===== src/rtl/blink_pkg.sv =====
// Shared definitions for the multi-channel blink timer.
// Holds the channel mode codes and the one-shot state encoding.
package blink_pkg;

    localparam logic [1:0] MODE_TOGGLE  = 2'd0;
    localparam logic [1:0] MODE_PWM     = 2'd1;
    localparam logic [1:0] MODE_ONESHOT = 2'd2;
    localparam logic [1:0] MODE_RSVD    = 2'd3;

    typedef enum logic [1:0] {
        OS_IDLE = 2'd0,
        OS_RUN  = 2'd1,
        OS_DONE = 2'd2
    } os_state_t;

endpackage


===== src/rtl/blink_channel.sv =====
// One blink timer channel: toggle, PWM or one-shot, with a period tick.
// Ports: clk, reset_n (async low), en, mode, period, duty, sync -> out, tick.
module blink_channel
    import blink_pkg::*;
#(
    parameter int CNT_W = 32
) (
    input  logic             clk,
    input  logic             reset_n,
    input  logic             en,
    input  logic [1:0]       mode,
    input  logic [CNT_W-1:0] period,
    input  logic [CNT_W-1:0] duty,
    input  logic             sync,
    output logic             out,
    output logic             tick
);

    logic [CNT_W-1:0] cnt;
    logic [CNT_W-1:0] last;
    logic [1:0]       mode_q;
    os_state_t        state;
    logic             wrap;
    logic             clear;

    // A period of zero is treated as one cycle.
    assign last  = (period == '0) ? '0 : period - CNT_W'(1);
    // ">=" rather than "==" so a shrunken period wraps at once.
    assign wrap  = (cnt >= last);
    // Reserved mode parks the channel exactly like a disabled one.
    assign clear = !en || sync || (mode != mode_q) || (mode == MODE_RSVD);

    always_ff @(posedge clk or negedge reset_n) begin
        if (!reset_n) begin
            cnt    <= '0;
            out    <= 1'b0;
            tick   <= 1'b0;
            state  <= OS_IDLE;
            mode_q <= MODE_TOGGLE;
        end else if (clear) begin
            cnt   <= '0;
            out   <= 1'b0;
            tick  <= 1'b0;
            state <= OS_IDLE;
            // Only a genuine mode change (not en low or sync) latches it.
            if (en && !sync) begin
                mode_q <= mode;
            end
        end else begin
            unique case (mode)
                MODE_TOGGLE: begin
                    if (wrap) begin
                        cnt  <= '0;
                        out  <= ~out;
                        tick <= 1'b1;
                    end else begin
                        cnt  <= cnt + CNT_W'(1);
                        tick <= 1'b0;
                    end
                end
                MODE_PWM: begin
                    out <= (cnt < duty);
                    if (wrap) begin
                        cnt  <= '0;
                        tick <= 1'b1;
                    end else begin
                        cnt  <= cnt + CNT_W'(1);
                        tick <= 1'b0;
                    end
                end
                MODE_ONESHOT: begin
                    unique case (state)
                        OS_IDLE: begin
                            out   <= 1'b1;
                            cnt   <= '0;
                            tick  <= 1'b0;
                            state <= OS_RUN;
                        end
                        OS_RUN: begin
                            if (wrap) begin
                                out   <= 1'b0;
                                tick  <= 1'b1;
                                state <= OS_DONE;
                            end else begin
                                cnt  <= cnt + CNT_W'(1);
                                tick <= 1'b0;
                            end
                        end
                        default: begin
                            out  <= 1'b0;
                            tick <= 1'b0;
                        end
                    endcase
                end
                default: begin
                    cnt   <= '0;
                    out   <= 1'b0;
                    tick  <= 1'b0;
                    state <= OS_IDLE;
                end
            endcase
        end
    end

endmodule


===== src/rtl/multi_blink_timer.sv =====
// Multi-channel blink timer: NUM_CH independent channels sharing one sync.
// Ports: clk, reset_n, en, i_mode, i_period, i_duty, i_sync -> o_out, o_tick.
module multi_blink_timer
    import blink_pkg::*;
#(
    parameter int NUM_CH = 4,
    parameter int CNT_W  = 32
) (
    input  logic                    clk,
    input  logic                    reset_n,
    input  logic [NUM_CH-1:0]       en,
    input  logic [2*NUM_CH-1:0]     i_mode,
    input  logic [CNT_W*NUM_CH-1:0] i_period,
    input  logic [CNT_W*NUM_CH-1:0] i_duty,
    input  logic                    i_sync,
    output logic [NUM_CH-1:0]       o_out,
    output logic [NUM_CH-1:0]       o_tick
);

    for (genvar i = 0; i < NUM_CH; i++) begin : g_ch
        blink_channel #(
            .CNT_W(CNT_W)
        ) u_ch (
            .clk    (clk),
            .reset_n(reset_n),
            .en     (en[i]),
            .mode   (i_mode[2*i +: 2]),
            .period (i_period[CNT_W*i +: CNT_W]),
            .duty   (i_duty[CNT_W*i +: CNT_W]),
            .sync   (i_sync),
            .out    (o_out[i]),
            .tick   (o_tick[i])
        );
    end

endmodule

===== config.mk =====
export PLATFORM = sky130hd
export DESIGN_NAME = multi_blink_timer
export DESIGN_NICKNAME = d
export VERILOG_FILES = /design/src/rtl/blink_pkg.sv /design/src/rtl/blink_channel.sv /design/src/rtl/multi_blink_timer.sv
export SDC_FILE = /design/constraint.sdc
export NUM_CORES = 1
export LEC_CHECK = 0
export ABC_CLOCK_PERIOD_IN_PS = 4750
export BUFFER_PORTS_ARGS = -buffer_cell sky130_fd_sc_hd__buf_2
export CAP_MARGIN = 20
export CORE_AREA = 2 2 240 242
export DETAILED_ROUTE_END_ITERATION = 10
export DIE_AREA = 0 0 242 244
export GPL_TIMING_DRIVEN = 0
export HOLD_SLACK_MARGIN = 0.1
export PLACE_DENSITY = 0.57
export RECOVER_POWER = 100
export SLEW_MARGIN = 0
export SYNTH_ARGS = -nofsm -noshare
export SYNTH_HDL_FRONTEND = slang
export SYNTH_SLANG_ARGS = --single-unit

===== constraint.sdc =====
create_clock -name clk -period 4.75 [get_ports clk]
set_input_delay 0.2375 -clock clk [delete_from_list [all_inputs] [get_ports clk]]
set_output_delay 0.2375 -clock clk [all_outputs]
set_load 0.02 [all_outputs]

# Word level (Yosys, flattened, before mapping)
# Cells that the tools add are included.
# Widths: inputs -> output; s select.
# classes
add_sub_neg	8
n_lt_le_gt_ge	8
eq_ne	40
n_mux	76
n_bitwise	4
reduce_logical	53
# op_table
cell	count
$mux 32	16
$pmux 32 s2	8
$add 32x1->32 const B	4
$ge 32x32->1	4
$logic_not 32->1	4
$lt 32x32->1	4
$sub 32x1->32 const B	4
$ne 4x2->1 const B	8
$pmux 2 s2	8
$mux 1	24
$reduce_and 2->1	12
$eq 2x1->1 const B	8
$eq 2x2->1 const B	8
$logic_not 2->1	8
$mux 2	8
$ne 4x4->1 const B	4
$pmux 1 s2	8
$logic_or 1x1->1	12
$ne 3x1->1 const B	4
$pmux 1 s3	4
$reduce_and 3->1	4
$ne 2x1->1 const B	4
$ne 2x2->1	4
$reduce_or 2->1	4
other kinds (3)	13
# word_totals
register_bits	152
in_bits	271
out_inout_bits	8
wordCells	209

# Longest topological paths before layout
# Gate-level depths: netlist (run 1).
# depth
word_depth	7
mapped_depth	20
ltp_nobuf	18

# Hierarchy
# Synthesis (run 1) repeated with hierarchy kept, for this count alone.
# hier_totals
hier_cells	2192
hier_area_um2	17329.1
# modules_own_cells
module	n_inst	cells_per_inst	area_each_um2	seq_area_each_um2
blink_channel (g_ch[0].u_ch ...)	2	559	4423.0	950.9
blink_channel (g_ch[1].u_ch)	1	547	4331.7	950.9
blink_channel (g_ch[3].u_ch)	1	527	4151.5	950.9

# Least setup slack after synthesis (run 1)
# OpenSTA, ideal clock, no wires.
# synth_timing
path_kind	input port to flip-flop
start	in i_period[79]
end	reg g_ch[2].u_ch.cnt[26]
setup_ns	0.078
arrival_time_ns	4.483
t_required_ns	4.672
setup_slack_ns	0.189
stages	16
n_path_buf	0
cell_sequence	or4_1 > or3_1 > or4_1 > nor2_1 > nand2_1 > xnor2_1 > nand2_1 > ha_1 > a21oi_1 > nor2b_1 > o21ai_0 > or4b_4 > o31ai_4 > nand4_1 > or4_1 > a21oi_1
# synth_via
elab_chain_cells	6
elab_cells_between_ends	9
classes_between	add/sub (1); order compare (1); eq/ne (1); mux (4); reduce/logical (2)
# synth_lines
element	line_no	source
start, declared	multi_blink_timer.sv:13	input logic [CNT_W*NUM_CH-1:0] i_period,
$sub 32x1->32 / $logic_not 32->1 (equally long branches)	blink_channel.sv:27	assign last = (period == '0) ? '0 : period - CNT_W'(1);
$mux 32 *	blink_channel.sv:27	
$ge 32x32->1 *	blink_channel.sv:29	assign wrap = (cnt >= last);
$mux 32	blink_channel.sv:52, blink_channel.sv:63	
$pmux 32 s2	blink_channel.sv:50	unique case (mode)
$mux 32	blink_channel.sv:40	end else if (clear) begin
end signal, assigned	blink_channel.sv:57	cnt <= cnt + CNT_W'(1);
end signal, assigned	blink_channel.sv:67	cnt <= cnt + CNT_W'(1);
end signal, assigned	blink_channel.sv:85	cnt <= cnt + CNT_W'(1);
end, declared	blink_channel.sv:19	logic [CNT_W-1:0] cnt;
# Mark *: on every way between the ends. The rest lies on a longest branch, timed or not.
# A chain may end at the register's enable or synchronous reset.

# Worst setup path after layout (run 1)
# layout_timing
start	in i_period[13]
end	reg g_ch[0].u_ch.cnt[30]
# layout_via
elab_chain_cells	6
elab_cells_between_ends	9
classes_between	add/sub (1); order compare (1); eq/ne (1); mux (4); reduce/logical (2)
# layout_lines
element	line_no
$sub 32x1->32 / $logic_not 32->1 (equally long branches)	blink_channel.sv:27
$mux 32 *	blink_channel.sv:27
$ge 32x32->1 *	blink_channel.sv:29
$mux 32	blink_channel.sv:52, blink_channel.sv:63
$pmux 32 s2	blink_channel.sv:50
$mux 32	blink_channel.sv:40
end signal, assigned	blink_channel.sv:57
end signal, assigned	blink_channel.sv:67
end signal, assigned	blink_channel.sv:85
end, declared	blink_channel.sv:19
# Marked as above.

==> flow_summary.toml, run 1 <==
[clock_tree]
clk_pin_slew_ps = 60
numCtsBuffers = 17
clock_sink_count = 152
cts_tree = "done"
clockRootBuffer = "clkbuf_16"
clkLatencyLatePin_ps = 440
htree_levels = 4
cts_buffer_depth = 2

[pwr]
pwr-share-seq = 0.401
internal_power_mw = 2.39
p_per_area_nw_per_um2 = 163
switchingPower_uw = 895
comb_power_share = 0.164
p_sw_frac = 0.272
clkPwrFrac = 0.435
p_total_mw = 3.29
p_leak_nw = 9.77
ir_drop_mv = 0.242

[placement]
dp.cells = 3178
pre_cts_ws_ps = -1150
gp_congestion = 0.891
dpl-instance-area_um2 = 19100
port-buffer-count = 274
hpwl_um = 42300

[finish]
layout-drive-gt1-share = 0.161
fin_area_um2 = 20100
fin_cells = 3235
postLayoutCoreUtil = 0.358
layout-area-overhead-vs-synth_pct = 20.2
final_nets = 2997

[timing]
finalSetupViolCount = 0
rsz0062_at_grt = "yes"
fin_crit_ps = 4600
tightest_slew_ps = 3880
final.setup.worst_slack_ps = 145
slew_violations = 67
setup_tns_ps = 0
skew_ps = 12.7
max_freq_ghz = 0.217
fin_hold_ws_ps = 188
fin_crit_sh = 0.969
relSlewSlack = -1.59
finalHoldViolCount = 0

[critical_path]
critPathArrivalTime_ps = 4960
r2r_end = "g_ch[0].u_ch.cnt[30]"
critPathMaxFanout = 7
r2r_slack_ps = 1360
endpoint_kind = "flop"
path_class = "in -> reg"
cp.required_ps = 5110
r2r_cells = 12
reg2reg_from = "g_ch[0].u_ch.cnt[0]"
start_kind = "input pin"

[grt]
grt_max_degree = 87
grt_pass1_vias = 16400
grt_antenna_before_repair = 8
grt-ovfl-total = 0
grt_pass1_wl_um = 82800
grt_use_total = 0.170

[min_path]
hold_depth = 3
hp-start = "en[0]"
hp-class = "in -> reg"
whs_endpoint = "g_ch[0].u_ch.mode_q[0]"

[logic_synthesis]
ys_seq_elements = 152
async_flop_share = 1.00
syn_avg_cell_area_um2 = 7.80
synth_edf_count = 0
synth_ff_type = "dfrtp_1"
synth_nets = 2682
yosysWarnings = 0
ys_types = 71
yosysSeqAreaShare = 0.227
synth_area_um2 = 16700
synth_cells = 2147

[run]
drv_cap = 1

[floorplanning]
num_rows = 87
core_um2 = 56200
io-pin-count = 279
start_util = 0.298
fp.dieW_um = 242
dieArea_um2 = 59000
die_h_um = 244

[route]
first_pass_iters = 5
wl_per_cell_um = 15.8
drt_iter0_markers = 845
vias = 16700
viasPerCell = 5.15
ant_nets = 0
drc = 0
routed_wl_um = 51200

[outcome]
outcome = "complete, but fails checks"
violations = "max-capacitance violations, max-slew violations"
power by group through the flow:
| stage | registers, mW | logic (mW) | clock network, mW |
|---|---|---|---|
| after floorplan | 1.34 | 0.267 | 0 |
| after detailed placement | 1.34 | 0.534 | 0 |
| final | 1.32 | 0.538 | 1.43 |
| after global routing | 1.32 | 0.611 | 1.52 |
| after CTS | 1.32 | 0.541 | 1.47 |
| after global placement | 1.34 | 0.513 | 0 |
registers in the layout, indices dropped and copies added (netlist names):
| name | count |
|---|---|
| g_ch.u_ch.tick | 4 |
| g_ch.u_ch.cnt | 128 |
| g_ch.u_ch.mode_q | 8 |
| g_ch.u_ch.state | 8 |
| g_ch.u_ch.out | 4 |
synth_stat cells (7+ instances only):
cell type    n  area (um^2)
ha_1       264         3300
nand2_1    260          976
nor2_1     180          676
inv_1      161          604
a21oi_1    155          776
dfrtp_1    152         3800
o21ai_0    104          521
xor2_1      90          788
xnor2_1     77          674
nor3_1      64          320
nand4_1     62          388
nand3_1     60          300
clkbuf_1    50          188
nor4_1      49          307
or3_1       47          294
and3_1      34          213
a21o_1      33          248
nand2b_1    32          200
or4_1       31          233
o31ai_1     20          150
nor2b_1     19          119
a211oi_1    17          128
and4_1      13          114
o211ai_1    13         97.6
and2_1      12         75.1
nor3b_1     10         75.1
buf_4        9         67.6
mux2_2       9          101
nor4b_1      8         70.1
a221oi_1     7         61.3
a31oi_1      7         43.8
or2_2        7         43.8
routing by layer:
metal / up-vias / wire length (um) / global-route usage
li1: 8367 / - / -
met1: 7900 / 22800 / 0.215
met2: 347 / 25500 / 0.308
met3: 50 / 1950 / 0.0171
met4: 0 / 858 / 0.0448
met5: - / 0 / 0
layout make-up:
cell class / instances / area (um^2)
Clock inverter: 13 / 151
Timing Repair Buffer: 298 / 1570
Fill cell: 5914 / 36000
Inverter: 161 / 604
Tap cell: 756 / 946
Multi-Input combinational cell: 1769 / 12300
Sequential cell: 152 / 3800
Buffer: 63 / 315
Antenna cell: 4 / 10.0
Clock buffer: 19 / 453
worst max-delay path, cell delays in order:
cell and delay (ps):
buf_2 130, or4_4 520, or3_4 360, or4_4 470, nor3_4 230, buf_4 150, a21oi_1 110, ha_1 300
nand2b_1 140, a2111o_1 420, a311oi_2 440, a211oi_2 160, a211oi_4 330, buf_6 180, o211ai_1 100, buf_4 180
or3_1 350, a21oi_1 160
kinds of logic (layout without fill, tap and decap cells):
family	count (synthesis)	after routing	share of synthesized area
flip-flops	152	152	0.227
XOR/XNOR	167	167	0.0873
AO/OA/AOI/OAI	416	416	0.151
AND/OR/NAND/NOR	909	909	0.276
buffers and inverters	226	554	0.0528
adder cells (fa/ha/maj)	264	264	0.197
other	0	4	0
multiplexers	13	13	0.00844
repair_timing:
| action | CTS | global route |
|---|---|---|
| hold buffers | 2 | 0 |
| pin swaps | 5 | 16 |
| gates resized for setup | 19 | 60 |
| hold endpoints to repair | 67 | 0 |
| endpoints found under the setup margin | 84 | 127 |
| buffers inserted | 6 | 15 |
| cloned | 0 | 0 |
cell usage in the layout (no fill, tap or decap), types with 7 or more instances in the layout:
cell type  count
xnor2_1       77
clkbuf_1      51
nand2_1      257
xor2_1        90
o211ai_1      13
nand4_1       62
nor3_1        62
or2_2          7
nand2b_1      32
nor3b_1       10
and2_1        12
and4_1        13
a31oi_1        7
nand3_1       60
nor4_1        42
a211oi_1      16
buf_4         28
clkbuf_16     17
nor4b_1        7
or3_1         46
buf_2        264
ha_1         263
nor2_1       178
or4_1         30
a21oi_1      150
dfrtp_1      152
inv_1        161
nor2b_1       19
a21o_1        33
o21ai_0      101
o31ai_1       20
mux2_2         9
and3_1        33
worst max path at each step:
stage	startpoint	to	depth (start not counted)
4_1_cts	i_period[109]	g_ch[3].u_ch.cnt[28]	19
6_report	i_period[13]	g_ch[0].u_ch.cnt[30]	18
2_1_floorplan	i_period[79]	g_ch[2].u_ch.cnt[26]	16
3_3_place_gp	i_period[15]	g_ch[0].u_ch.cnt[24]	18
5_1_grt	i_period[13]	g_ch[0].u_ch.cnt[30]	20
3_5_place_dp	i_period[15]	g_ch[0].u_ch.cnt[2]	18
Note: power is estimated with default switching activity, not from simulation.
==> run 2: changes to the inputs <==
--- a/config.mk
+++ b/config.mk
@@ -13,7 +13,6 @@
 export DIE_AREA = 0 0 242 244
 export GPL_TIMING_DRIVEN = 0
 export HOLD_SLACK_MARGIN = 0.1
-export PLACE_DENSITY = 0.57
 export RECOVER_POWER = 100
 export SLEW_MARGIN = 0
 export SYNTH_ARGS = -nofsm -noshare
==> run 2 against run 1 <==
  * Via count fell by 2.8%
  * Combinational power fell by 1%
  * The run still ends with max-capacitance violations, max-slew violations left
  * Maximum frequency rose by 0.64%
  * Clock power rose by 3%
  * Global-route usage fell by 0.74 points
  * First-iteration DRC count rose by 5.9%
  * Worst hold slack got worse by 56 ps
  * Non-clock buffer count fell by 3
  * Clock-buffer cell count rose by 1
  * Wire length fell by 4.7%
==> flow_summary.toml, run 2 (synthesis gave the netlist of run 1 again) <==
[outcome]
outcome = "complete, but fails checks"
violations = "max-capacitance violations, max-slew violations"

[finish]
fin_area_um2 = 20100
nFillCells = 5997
final_nets = 2994
postLayoutCoreUtil = 0.358
final_cell_mix = "266 x buf_2, 263 x ha_1, 257 x nand2_1"
largestRegisters = "g_ch.u_ch.cnt (128), g_ch.u_ch.mode_q (8), g_ch.u_ch.state (8)"
multiInputGateArea_um2 = 12300
largest_register = "g_ch.u_ch.cnt"
final_common_cell = "buf_2"
fin_cells = 3231
layout-drive-gt1-share = 0.163
layout-area-overhead-vs-synth_pct = 20.2
regArea_um2 = 3800
largest_register_ff_count = 128

[grt]
grt_pass1_wl_um = 79400
grt_use_total = 0.163
grt_antenna_before_repair = 6
grt-ovfl-total = 0
grt_pass1_vias = 15400
grt_max_degree = 86

[timing]
fin_crit_sh = 0.963
fin_crit_ps = 4580
fin_hold_ws_ps = 132
final.setup.worst_slack_ps = 175
skew_ps = 14.8
finalHoldViolCount = 0
setup_tns_ps = 0
finalSetupViolCount = 0
relSlewSlack = -1.23
tightest_slew_ps = 3350
slew_violations = 68
max_freq_ghz = 0.219

[pwr]
p_total_mw = 3.33
ir_drop_mv = 0.235
p_leak_nw = 9.77
p_per_area_nw_per_um2 = 165

[critical_path]
cp.required_ps = 5100
start_kind = "input pin"
critPathMaxFanout = 8
path_class = "in -> reg"
endpoint_kind = "flop"
critPathArrivalTime_ps = 4920
r2r_slack_ps = 1390

[clock_tree]
numCtsBuffers = 17
htree_levels = 4
clockRootBuffer = "clkbuf_16"
clk_pin_slew_ps = 60
cts_buffer_depth = 2
clock_sink_count = 152
clkLatencyLatePin_ps = 430
cts_tree = "done"

[min_path]
hp-class = "in -> reg"

[placement]
pre_cts_ws_ps = -1120
port-buffer-count = 274
dp.cells = 3178
hpwl_um = 39900
gp_congestion = 0.851
dpl-instance-area_um2 = 19100

[route]
viasPerCell = 5.01
vias = 16200
wl_per_cell_um = 15.1
first_pass_iters = 5
ant_nets = 0
routed_wl_um = 48800
drt_iter0_markers = 895
drc = 0

[floorplanning]
dieArea_um2 = 59000
io-pin-count = 279
fp.dieW_um = 242
num_rows = 87
core_um2 = 56200
start_util = 0.298
die_h_um = 244

[run]
drv_cap = 1
[run 2: cell count changes in the layout (fill, tap and decap cells not counted), moves of 2 or more]
cell / change
o21ai_1: +4
buf_2: +2
clkinv_2: -4
clkbuf_1: -6
o21ai_0: -3
clkbuf_2: +4
nor4_2: +2
[run 2: power breakdown]
part / internal (mW) / switching (mW)
combinational: 0.233 / 0.298
sequential: 1.31 / 0.0115
clock: 0.894 / 0.583
total: 2.43 / 0.893
[run 2: repair_timing]
item	4_1_cts	5_1_grt
gates cloned	0	0
endpoints found under the setup margin	88	121
pin swaps	5	16
hold endpoints to repair	67	0
hold buffers	1	0
gates resized for setup	20	66
buffers inserted	5	14
[run 2: path summary, 6_finish.rpt]
path / cells after the start / endpoint / start
min in group asynchronous: 2 / g_ch[2].u_ch.cnt[9] / reset_n
worst max register to register: 10 / g_ch[0].u_ch.cnt[23] / g_ch[0].u_ch.cnt[0]
worst min-delay path: 2 / g_ch[0].u_ch.mode_q[0] / i_mode[0]
worst min register to register: 1 / g_ch[0].u_ch.mode_q[0] / g_ch[0].u_ch.mode_q[0]
worst max-delay path: 16 / g_ch[0].u_ch.cnt[23] / i_period[15]
max in group asynchronous: 2 / g_ch[3].u_ch.state[0] / reset_n
[run 2: layout make-up]
class	count	area share
diodes	4	0.000497
plain buffers	63	0.0160
clock inverters	11	0.00852
multi-input cells	1769	0.610
flip-flops and latches	152	0.189
repair buffers	295	0.0768
clock buffers	20	0.0222
inverters	161	0.0300
well taps	756	0.0470
[run 2: layer usage]
metal	global-route usage	up-vias	routed length, um
met1	0.227	7414	23700
met5	0	-	13
met2	0.269	370	22500
li1	-	8375	-
met3	0.0177	37	1850
met4	0.0394	2	692
[run 2: worst max-delay path, cell delays in order]
cell and delay, ps:
buf_2 110, or4_4 540, or3_4 360, or4_4 470, nor3_4 200, buf_4 160
a21oi_1 110, ha_1 300, nand2b_1 140, a2111o_1 420, a311oi_2 420, a211oi_2 160
a211oi_4 340, o211ai_1 310, or4_1 480, a21oi_1 160
==> run 3: changes to the inputs <==
--- a/config.mk
+++ b/config.mk
@@ -5,10 +5,10 @@
 export SDC_FILE = /design/constraint.sdc
 export NUM_CORES = 1
 export LEC_CHECK = 0
-export ABC_CLOCK_PERIOD_IN_PS = 4750
-export BUFFER_PORTS_ARGS = -buffer_cell sky130_fd_sc_hd__buf_2
+export BUFFER_PORTS_ARGS = -buffer_cell sky130_fd_sc_hd__buf_4
 export CAP_MARGIN = 20
 export CORE_AREA = 2 2 240 242
+export CTS_BUF_LIST = sky130_fd_sc_hd__clkbuf_4
 export DETAILED_ROUTE_END_ITERATION = 10
 export DIE_AREA = 0 0 242 244
 export GPL_TIMING_DRIVEN = 0
==> run 3 against run 2 <==
  * The run still ends with max-capacitance violations, max-slew violations left
  * First-iteration DRC count down 4.9%
  * Die area unchanged
  * Design area up 1.2%
  * Non-clock buffer count up 4
  * Critical path depth up 2
  * Worst hold slack better by 45 ps
  * Critical path type unchanged
==> flow_summary.toml, run 3 (synthesis gave the netlist of run 1 again) <==
[timing]
skew_ps = 39.0
final.setup.worst_slack_ps = 138
setup_tns_ps = 0
finalHoldViolCount = 0
relSlewSlack = -1.64
finalSetupViolCount = 0
slew_violations = 84
fin_crit_sh = 0.971
fin_crit_ps = 4610
max_freq_ghz = 0.217
tightest_slew_ps = 3960
rsz0062_at_grt = "yes"

[critical_path]
r2r_slack_ps = 1330
crit_buf_inv = 2
r2r_cells = 10
path_class = "in -> reg"
slowest_stage = "or4_1"
start_kind = "input pin"
crit_path_cell_trace = "buf_4 > or4_1 > or3_1 > or4_1 > nor2_1 > nand2_1 > xnor2_1 > nand2_1 > ha_1 > a21oi_1 > nor2b_1 > o21ai_0 > or4b_4 > o31ai_4 > nand4_1 > buf_4 > or4_1 > a21oi_1"
critPathArrivalTime_ps = 5180
critPathMaxFanout = 9
critPathTopFamily = "simple AND/OR/NAND/NOR gates"
cp.required_ps = 5320
r2r_end = "g_ch[3].u_ch.cnt[28]"
endpoint_kind = "flop"
crit_path_max_incr_delay_ps = 610
worst_path_most_repeated_cell = "or4_1"
reg2reg_from = "g_ch[3].u_ch.cnt[5]"

[floorplanning]
num_rows = 87
start_util = 0.298
dieArea_um2 = 59000
die_h_um = 244
core_um2 = 56200
fp.dieW_um = 242
io-pin-count = 279

[outcome]
outcome = "complete, but fails checks"
violations = "max-capacitance violations, max-slew violations"

[clock_tree]
cts_tree = "done"
cts_buffer_depth = 2
htree_levels = 4
clockRootBuffer = "clkbuf_4"
clkLatencyLatePin_ps = 630
numCtsBuffers = 17
clk_pin_slew_ps = 170
clock_sink_count = 152

[route]
drc = 0
vias = 16600
routed_wl_um = 50700
first_pass_iters = 5
ant_nets = 0
viasPerCell = 5.13
wl_per_cell_um = 15.7
drt_iter0_markers = 851

[min_path]
whs_endpoint = "g_ch[1].u_ch.mode_q[1]"
hp-start = "i_sync"
hold_depth = 3
hp-class = "in -> reg"

[finish]
final_nets = 2998
layout-drive-gt1-share = 0.147
largest_register_ff_count = 128
final_common_cell = "buf_4"
final_cell_mix = "272 x buf_4, 264 x ha_1, 258 x nand2_1"
largestRegisters = "g_ch.u_ch.cnt (128), g_ch.u_ch.mode_q (8), g_ch.u_ch.state (8)"
layout-area-overhead-vs-synth_pct = 21.6
largest_register = "g_ch.u_ch.cnt"

[placement]
hpwl_um = 41900
gp_congestion = 0.892
pre_cts_ws_ps = -1140
port-buffer-count = 274

[grt]
grt_use_total = 0.169
grt_antenna_before_repair = 5
grt_max_degree = 85
grt_pass1_vias = 16300
grt_pass1_wl_um = 82600
grt-ovfl-total = 0

[pwr]
p_total_mw = 2.75
ir_drop_mv = 0.117
p_sw_frac = 0.314
p_leak_nw = 9.81
comb_power_share = 0.223
p_per_area_nw_per_um2 = 135
pwr-share-seq = 0.480
switchingPower_uw = 862
internal_power_mw = 1.88
clkPwrFrac = 0.297

[run]
drv_cap = 1
[run 3: worst max-delay path by stage]
stage                     slack [ps]  depth (start not counted)              endpoint          from
final                            140                         18  g_ch[2].u_ch.cnt[26]  i_period[79]
after global routing             -50                         20  g_ch[0].u_ch.cnt[16]  i_period[15]
after CTS                          7                         17  g_ch[2].u_ch.cnt[26]  i_period[79]
after detailed placement       -1140                         18  g_ch[0].u_ch.cnt[24]  i_period[15]
after global placement         -1090                         20  g_ch[0].u_ch.cnt[26]  i_period[15]
after floorplan                  190                         16  g_ch[2].u_ch.cnt[26]  i_period[79]
[run 3: worst register-to-register path, cell delays in order (launching register included)]
cell      delay, ps
dfrtp_1         500
ha_1            340
a21o_1          180
a221oi_1        250
o21ai_0         180
a311o_1         430
a31o_2          260
or4_1           560
clkbuf_1        250
o31ai_1         240
a21oi_1          90
[run 3: power groups by stage]
stage / Combinational, mW / Sequential, mW / Clock, mW
floorplan: 0.267 / 1.34 / 0
global placement: 0.575 / 1.34 / 0
detailed placement: 0.596 / 1.34 / 0
CTS: 0.618 / 1.32 / 0.854
global route: 0.689 / 1.32 / 0.921
finish: 0.614 / 1.32 / 0.814
[run 3: layout make-up]
| type | instances | area (um^2) |
|---|---|---|
| plain buffers | 65 | 293 |
| clock inverters | 15 | 143 |
| fillers | 5897 | 35800 |
| inverters | 161 | 604 |
| repair buffers | 297 | 2280 |
| clock buffers | 17 | 128 |
| flip-flops and latches | 152 | 3800 |
| well taps | 756 | 946 |
| multi-input cells | 1769 | 12200 |
| diodes | 5 | 12.5 |
[run 3: repair_timing]
action / CTS / global route
gates resized for setup: 8 / 27
setup endpoints to repair: 50 / 88
setup buffers: 0 / 5
hold buffers: 17 / 0
endpoints found under the hold margin: 116 / 0
pin swaps: 0 / 6
[run 3: layer usage]
metal,track usage,wire length (um)
met5,0,13
met4,0.0532,1030
met1,0.220,23300
met3,0.0213,2100
met2,0.289,24300
[run 3: through the flow]
stage | std cells | hold WS (ps) | utilization | instance area [um^2]
detailed placement | 3178 | 293 | 0.352 | 19800
floorplan | 2147 | -58.1 | - | 16700
CTS | 3227 | 127 | 0.361 | 20300
finish | 3237 | 177 | 0.363 | 20400
global placement | 3177 | 505 | 0.352 | 19700
global route | 3236 | 165 | 0.362 | 20400
